### src/rtl/burst_mem_ctrl.sv
// burst_mem_ctrl: cache-line burst controller between a line-based cache port
// and a word-wide memory with variable latency.
//
// Ports:
//   CLK, RST          clock (rising edge) and asynchronous active-high reset
//   REQ_VALID/READY   line request handshake (REQ_READY high only when idle)
//   REQ_WRITE         1 = write-back, 0 = fill
//   REQ_ADDR          byte address; offset within the line is ignored
//   REQ_WDATA         line to write, word i at [32i+31:32i]
//   RESP_VALID        one-cycle completion pulse for reads and writes
//   RESP_RDATA        last filled line, same word order as REQ_WDATA
//   MEM_RE/MEM_WE     memory read/write enables, held for the whole burst
//   MEM_ADDR          memory word address (0 when no burst is active)
//   MEM_DATA_IN       write word to memory (0 outside a write burst)
//   MEM_VALID         memory beat strobe
//   MEM_DATA_OUT      memory read word, valid while MEM_VALID is high
`timescale 1ns/1ps
module burst_mem_ctrl #(
  parameter int unsigned DELAY_CYCLES = 10,
  parameter int unsigned BURST_LEN    = 8
) (
  input  logic                    CLK,
  input  logic                    RST,
  input  logic                    REQ_VALID,
  input  logic                    REQ_WRITE,
  input  logic [31:0]             REQ_ADDR,
  input  logic [BURST_LEN*32-1:0] REQ_WDATA,
  output logic                    REQ_READY,
  output logic                    RESP_VALID,
  output logic [BURST_LEN*32-1:0] RESP_RDATA,
  output logic                    MEM_RE,
  output logic                    MEM_WE,
  output logic [31:0]             MEM_ADDR,
  output logic [31:0]             MEM_DATA_IN,
  input  logic                    MEM_VALID,
  input  logic [31:0]             MEM_DATA_OUT
);

  localparam int unsigned BeatW       = $clog2(BURST_LEN);
  // Long enough for any burst the memory may still be running to drain.
  localparam int unsigned QuietCycles = DELAY_CYCLES + BURST_LEN + 1;
  localparam int unsigned QuietW      = $clog2(QuietCycles);
  localparam logic [29:0] LineMask    = 30'((1 << BeatW) - 1);

  typedef enum logic [2:0] {StQuiet, StIdle, StRead, StWrite, StDone} state_e;

  state_e                  state_q;
  logic [QuietW-1:0]       quiet_cnt_q;
  logic [BeatW-1:0]        beat_q;
  logic [29:0]             base_q;
  logic [BURST_LEN*32-1:0] wdata_q;
  logic [BURST_LEN*32-1:0] rdata_q;
  logic                    req_ready_q;
  logic                    resp_valid_q;
  logic                    mem_re_q;
  logic                    mem_we_q;
  logic                    in_burst;
  logic                    unused_addr_lsb;

  // Byte offset within a word carries no information for this block.
  assign unused_addr_lsb = ^REQ_ADDR[1:0];

  always_ff @(posedge CLK or posedge RST) begin
    if (RST) begin
      state_q      <= StQuiet;
      quiet_cnt_q  <= '0;
      beat_q       <= '0;
      base_q       <= '0;
      wdata_q      <= '0;
      rdata_q      <= '0;
      req_ready_q  <= 1'b0;
      resp_valid_q <= 1'b0;
      mem_re_q     <= 1'b0;
      mem_we_q     <= 1'b0;
    end else begin
      unique case (state_q)
        StQuiet: begin
          if (quiet_cnt_q == QuietW'(QuietCycles - 1)) begin
            state_q     <= StIdle;
            req_ready_q <= 1'b1;
          end else begin
            quiet_cnt_q <= quiet_cnt_q + QuietW'(1);
          end
        end
        StIdle: begin
          if (REQ_VALID) begin
            base_q      <= REQ_ADDR[31:2] & ~LineMask;
            wdata_q     <= REQ_WDATA;
            beat_q      <= '0;
            req_ready_q <= 1'b0;
            if (REQ_WRITE) begin
              state_q  <= StWrite;
              mem_we_q <= 1'b1;
            end else begin
              state_q  <= StRead;
              mem_re_q <= 1'b1;
            end
          end
        end
        StRead, StWrite: begin
          if (MEM_VALID) begin
            if (state_q == StRead) begin
              rdata_q[32*beat_q +: 32] <= MEM_DATA_OUT;
            end
            // Wraps back to 0 on the last beat.
            beat_q <= beat_q + BeatW'(1);
            if (beat_q == BeatW'(BURST_LEN - 1)) begin
              state_q      <= StDone;
              mem_re_q     <= 1'b0;
              mem_we_q     <= 1'b0;
              resp_valid_q <= 1'b1;
            end
          end
        end
        StDone: begin
          state_q      <= StIdle;
          resp_valid_q <= 1'b0;
          req_ready_q  <= 1'b1;
        end
        default: begin
          state_q      <= StQuiet;
          quiet_cnt_q  <= '0;
          beat_q       <= '0;
          req_ready_q  <= 1'b0;
          resp_valid_q <= 1'b0;
          mem_re_q     <= 1'b0;
          mem_we_q     <= 1'b0;
        end
      endcase
    end
  end

  assign in_burst    = (state_q == StRead) || (state_q == StWrite);
  // Base has its beat bits cleared, so OR-ing the beat is the same as adding it.
  assign MEM_ADDR    = in_burst ? {2'b00, base_q | 30'(beat_q)} : 32'h0;
  assign MEM_DATA_IN = (state_q == StWrite) ? wdata_q[32*beat_q +: 32] : 32'h0;

  assign REQ_READY  = req_ready_q;
  assign RESP_VALID = resp_valid_q;
  assign RESP_RDATA = rdata_q;
  assign MEM_RE     = mem_re_q;
  assign MEM_WE     = mem_we_q;

endmodule

### config.mk
export PLATFORM = sky130hd
export DESIGN_NAME = burst_mem_ctrl
export DESIGN_NICKNAME = d
export VERILOG_FILES = /design/src/rtl/burst_mem_ctrl.sv
export SDC_FILE = /design/constraint.sdc
export NUM_CORES = 1
export LEC_CHECK = 0
export ABC_AREA = 1
export BUFFER_PORTS_ARGS = -buffer_cell sky130_fd_sc_hd__buf_2
export CORE_AREA = 2 2 254 256
export DETAILED_ROUTE_END_ITERATION = 8
export DIE_AREA = 0 0 256 258
export PLACE_DENSITY = 0.62
export SLEW_MARGIN = 40
export SYNTH_ARGS = -nofsm -noshare
export SYNTH_HDL_FRONTEND = slang
export SYNTH_SLANG_ARGS = --single-unit
### constraint.sdc
create_clock -name CLK -period 48.2 [get_ports CLK]
set_clock_uncertainty 0.05 [all_clocks]
set_input_delay 4.82 -clock CLK [delete_from_list [all_inputs] [get_ports CLK]]
set_output_delay 4.82 -clock CLK [all_outputs]
set_load 0.05 [all_outputs]
==> key figures <==
Status
  – Outcome: complete, no violations

GRT
  – Vias in the first global route: between 20,000 and 25,000
  – Antenna violations before repair: 32
  – Total grt overflow: 0
  – First-pass GRT wire length: approximately 130,000 µm
  – Total global routing track utilization: about a quarter
  – Largest net degree at the start of global routing: between 100 and 150

Worst setup path
  – Crit path DAT: between 3000 and 4000 ps
  – Reg-to-reg slack, setup: between 40,000 and 50,000 ps
  – Worst Path Required: ~43,000 ps
  – CP max FO: between 50 and 60
  – Worst Setup Path Type: reg2out
  – CP endpoint kind: output pin
  – Critical Path Source Type: flip-flop

Clock network
  – CTS tree: yes
  – # Post-CTS Setup Buffers: 0
  – Clk root buf: clkbuf_16
  – H-tree levels: 2
  – CTS Buffer Depth: 3
  – Post-cts resize count: 0
  – CTS Sinks: roughly 550
  – TritonCTS buffer count: 60
  – # hold bufs at CTS: 0
  – Worst skew pair latency: a little over 600 ps
  – Reg clk slew, reported paths: roughly 70 ps

Floorplanning
  – Die area: between 60,000 and 70,000 µm²
  – # IOs: 649
  – Row cnt: slightly above 90
  – Die Y: ~260 µm
  – Starting Density: 40.0%
  – CORE AREA: about 64,000 µm²
  – Die extent in x: 256 µm

Synth
  – Mapped cell area: ~25,000 µm²
  – EDFF count, synth: 0
  – Largest family of logic cells by synthesized area: simple AND/OR/NAND/NOR gates
  – Simple-gate share of the synthesized area: 26.1%
  – Post-synthesis sequential area ratio: about 54%
  – Yosys reg bits: roughly 550
  – Top_reg_cell synth: dfrtp_1
  – Synth Area per Inst: 8.00 µm²
  – Synth Area in Adders: less than 1%
  – Mux share of post-synthesis cell area: 0%
  – Synth warnings: 0
  – Unique masters post-synth: 29
  – Ys async rst share: between 90% and 100%
  – Mapped Cells: 3,186
  – Area share of xor/xnor cells in the synthesized design: less than 1%
  – Compound-Gate Fraction of Synth Area: a little over a tenth

Drt
  – Antenna-violating nets left: 0
  – Wire length per cell: approximately 19 µm
  – Metal2 WL: 43,800 µm
  – Final WL: around 89,000 µm
  – Max layer used: met5
  – Drt drc: 0
  – DRT iter0 DRCs: 1,709
  – Routed met3 length: roughly 6400 µm
  – Vias per cell: between 4 and 5
  – DRT Pass-1 Iters: 6
  – Vias: around 23,000
  – Metal1 wirelength: about 35,000 µm

Place
  – DP Area: roughly 29,000 µm²
  – RePlAce Congestion: about 0.88
  – Pre-CTS setup slack: roughly 40,000 ps
  – Final HPWL DP: around 62,000 µm
  – Port Buffers: 641

Timing
  – Slew Viols, Final: 0
  – Period utilization: between 15 and 20%
  – Unrepaired setup endpoints after global routing: no
  – Hold Violations, Final: 0
  – Final setup vio count: 0
  – Slew of the pin with the lowest slew margin: approximately 860 ps
  – Final min period: 8150 ps
  – Rel. slew slack: a little over two fifths
  – F_max: approximately 120 MHz
  – PnR worst setup slack: between 40,000 and 50,000 ps
  – Setup total negative slack: 0 ps

Final layout
  – Final-layout fill cell count: 6,417
  – Fin util: 48.9%
  – Commonest non-fill, non-tap cells in the layout: 1,178 x nand2_1, 641 x buf_2, 551 x dfrtp_1
  – Area of the multi-input gates: approximately 9500 µm²
  – Design Area, Final: about 31,000 µm²
  – Commonest non-fill, non-tap cell in the layout: nand2_1
  – Fraction of layout cells with a size suffix above 1: a little over a fifth
  – Reg area: 13,900 µm²
  – Area growth syn-to-layout: 22.2%
  – Final nets: slightly above 4,000

Flow run
  – MaxCap Viol Count: 0

Pwr
  – P_leak: approximately 17 nW
  – Total chip power: between 1.5 and 2 mW
  – Maximum vdd drop: between 0.03 and 0.04 mV
  – Power Density: between 50 and 60 nW/µm²

Worst hold path
  – Hold Crit Class: reg2reg
[worst max-delay path, cell delays in order, from the launching register on]
cell,delay [ps]
dfrtp_4,680
inv_4,500
buf_4,650
nand2_1,120
nand3_1,150
nand3_1,110
nand2_1,90
nor2_1,70
buf_2,210
[state kept, by name, summed over array words and instances, names as in the netlist]
name         count
MEM_WE           1
quiet_cnt_q      5
MEM_RE           1
base_q          27
RESP_VALID       1
REQ_READY        1
wdata_q        256
beat_q           3
RESP_RDATA     256
state_q          3
[cells in the mapped netlist, types with 6 or more instances]
master | instances | area (µm²)
o21ai_1 | 37 | 185
nand3b_1 | 32 | 240
inv_2 | 6 | 22.5
inv_1 | 235 | 882
o211ai_1 | 32 | 240
dfrtp_1 | 554 | 13900
nor2_4 | 6 | 67.6
buf_6 | 33 | 372
buf_4 | 21 | 158
o21ai_0 | 413 | 2070
buf_1 | 14 | 52.6
nand3_1 | 215 | 1080
nor2_1 | 195 | 732
buf_2 | 61 | 305
clkbuf_1 | 92 | 345
ha_1 | 9 | 113
a21oi_1 | 33 | 165
nand2_1 | 1178 | 4420
[layout make-up]
type,instances,area share [%]
sequential,554,44.5
multi-input combinational,2170,30.5
timing repair buffer,684,12.0
clock buffer,86,5.56
tap,855,3.43
inverter,242,2.96
clock inverter,22,0.876
antenna,16,0.129
[where the power goes]
part,internal [mW],total [mW],switching [mW]
Sequential,0.602,0.658,0.0561
Clock,0.276,0.472,0.197
Combinational,0.169,0.684,0.515
[path summary, 6_finish.rpt]
path                                      startpoint                          end  depth (start not counted)
min                        RESP_RDATA[1]$_DFFE_PP0P_    RESP_RDATA[1]$_DFFE_PP0P_                          2
max in group asynchronous                        RST  RESP_RDATA[228]$_DFFE_PP0P_                          6
min in group asynchronous                        RST       base_q[27]$_DFFE_PP0P_                          2
min reg2reg                RESP_RDATA[1]$_DFFE_PP0P_    RESP_RDATA[1]$_DFFE_PP0P_                          2
max reg2reg                    beat_q[0]$_DFFE_PP0P_  RESP_RDATA[146]$_DFFE_PP0P_                         10
max                            beat_q[0]$_DFFE_PP0P_              MEM_DATA_IN[24]                          8
[kinds of logic after synthesis]
group / after synthesis
xor gates and xnor gates: 3
other: 1
AOI/OAI and AO/OA: 516
adders and majority gates: 9
and+or+nand+nor: 1640
DFF: 554
buffers and inverters: 463
[stage by stage]
step / instances / hold slack [ps]
final: 4629 / 414
after global routing: 4622 / 429
after CTS: 4611 / 418
after detailed placement: 4503 / 403
after global placement: 4492 / 398
after floorplan: 3187 / 387
[per-layer routing]
metal  global-route usage (%)  vias up
met1                     31.8    10800
met5                        0        -
met3                     6.12      224
met2                     45.6      863
met4                     11.6       34
li1                         -    11100
No activity file was read; power rests on OpenSTA's default activity.
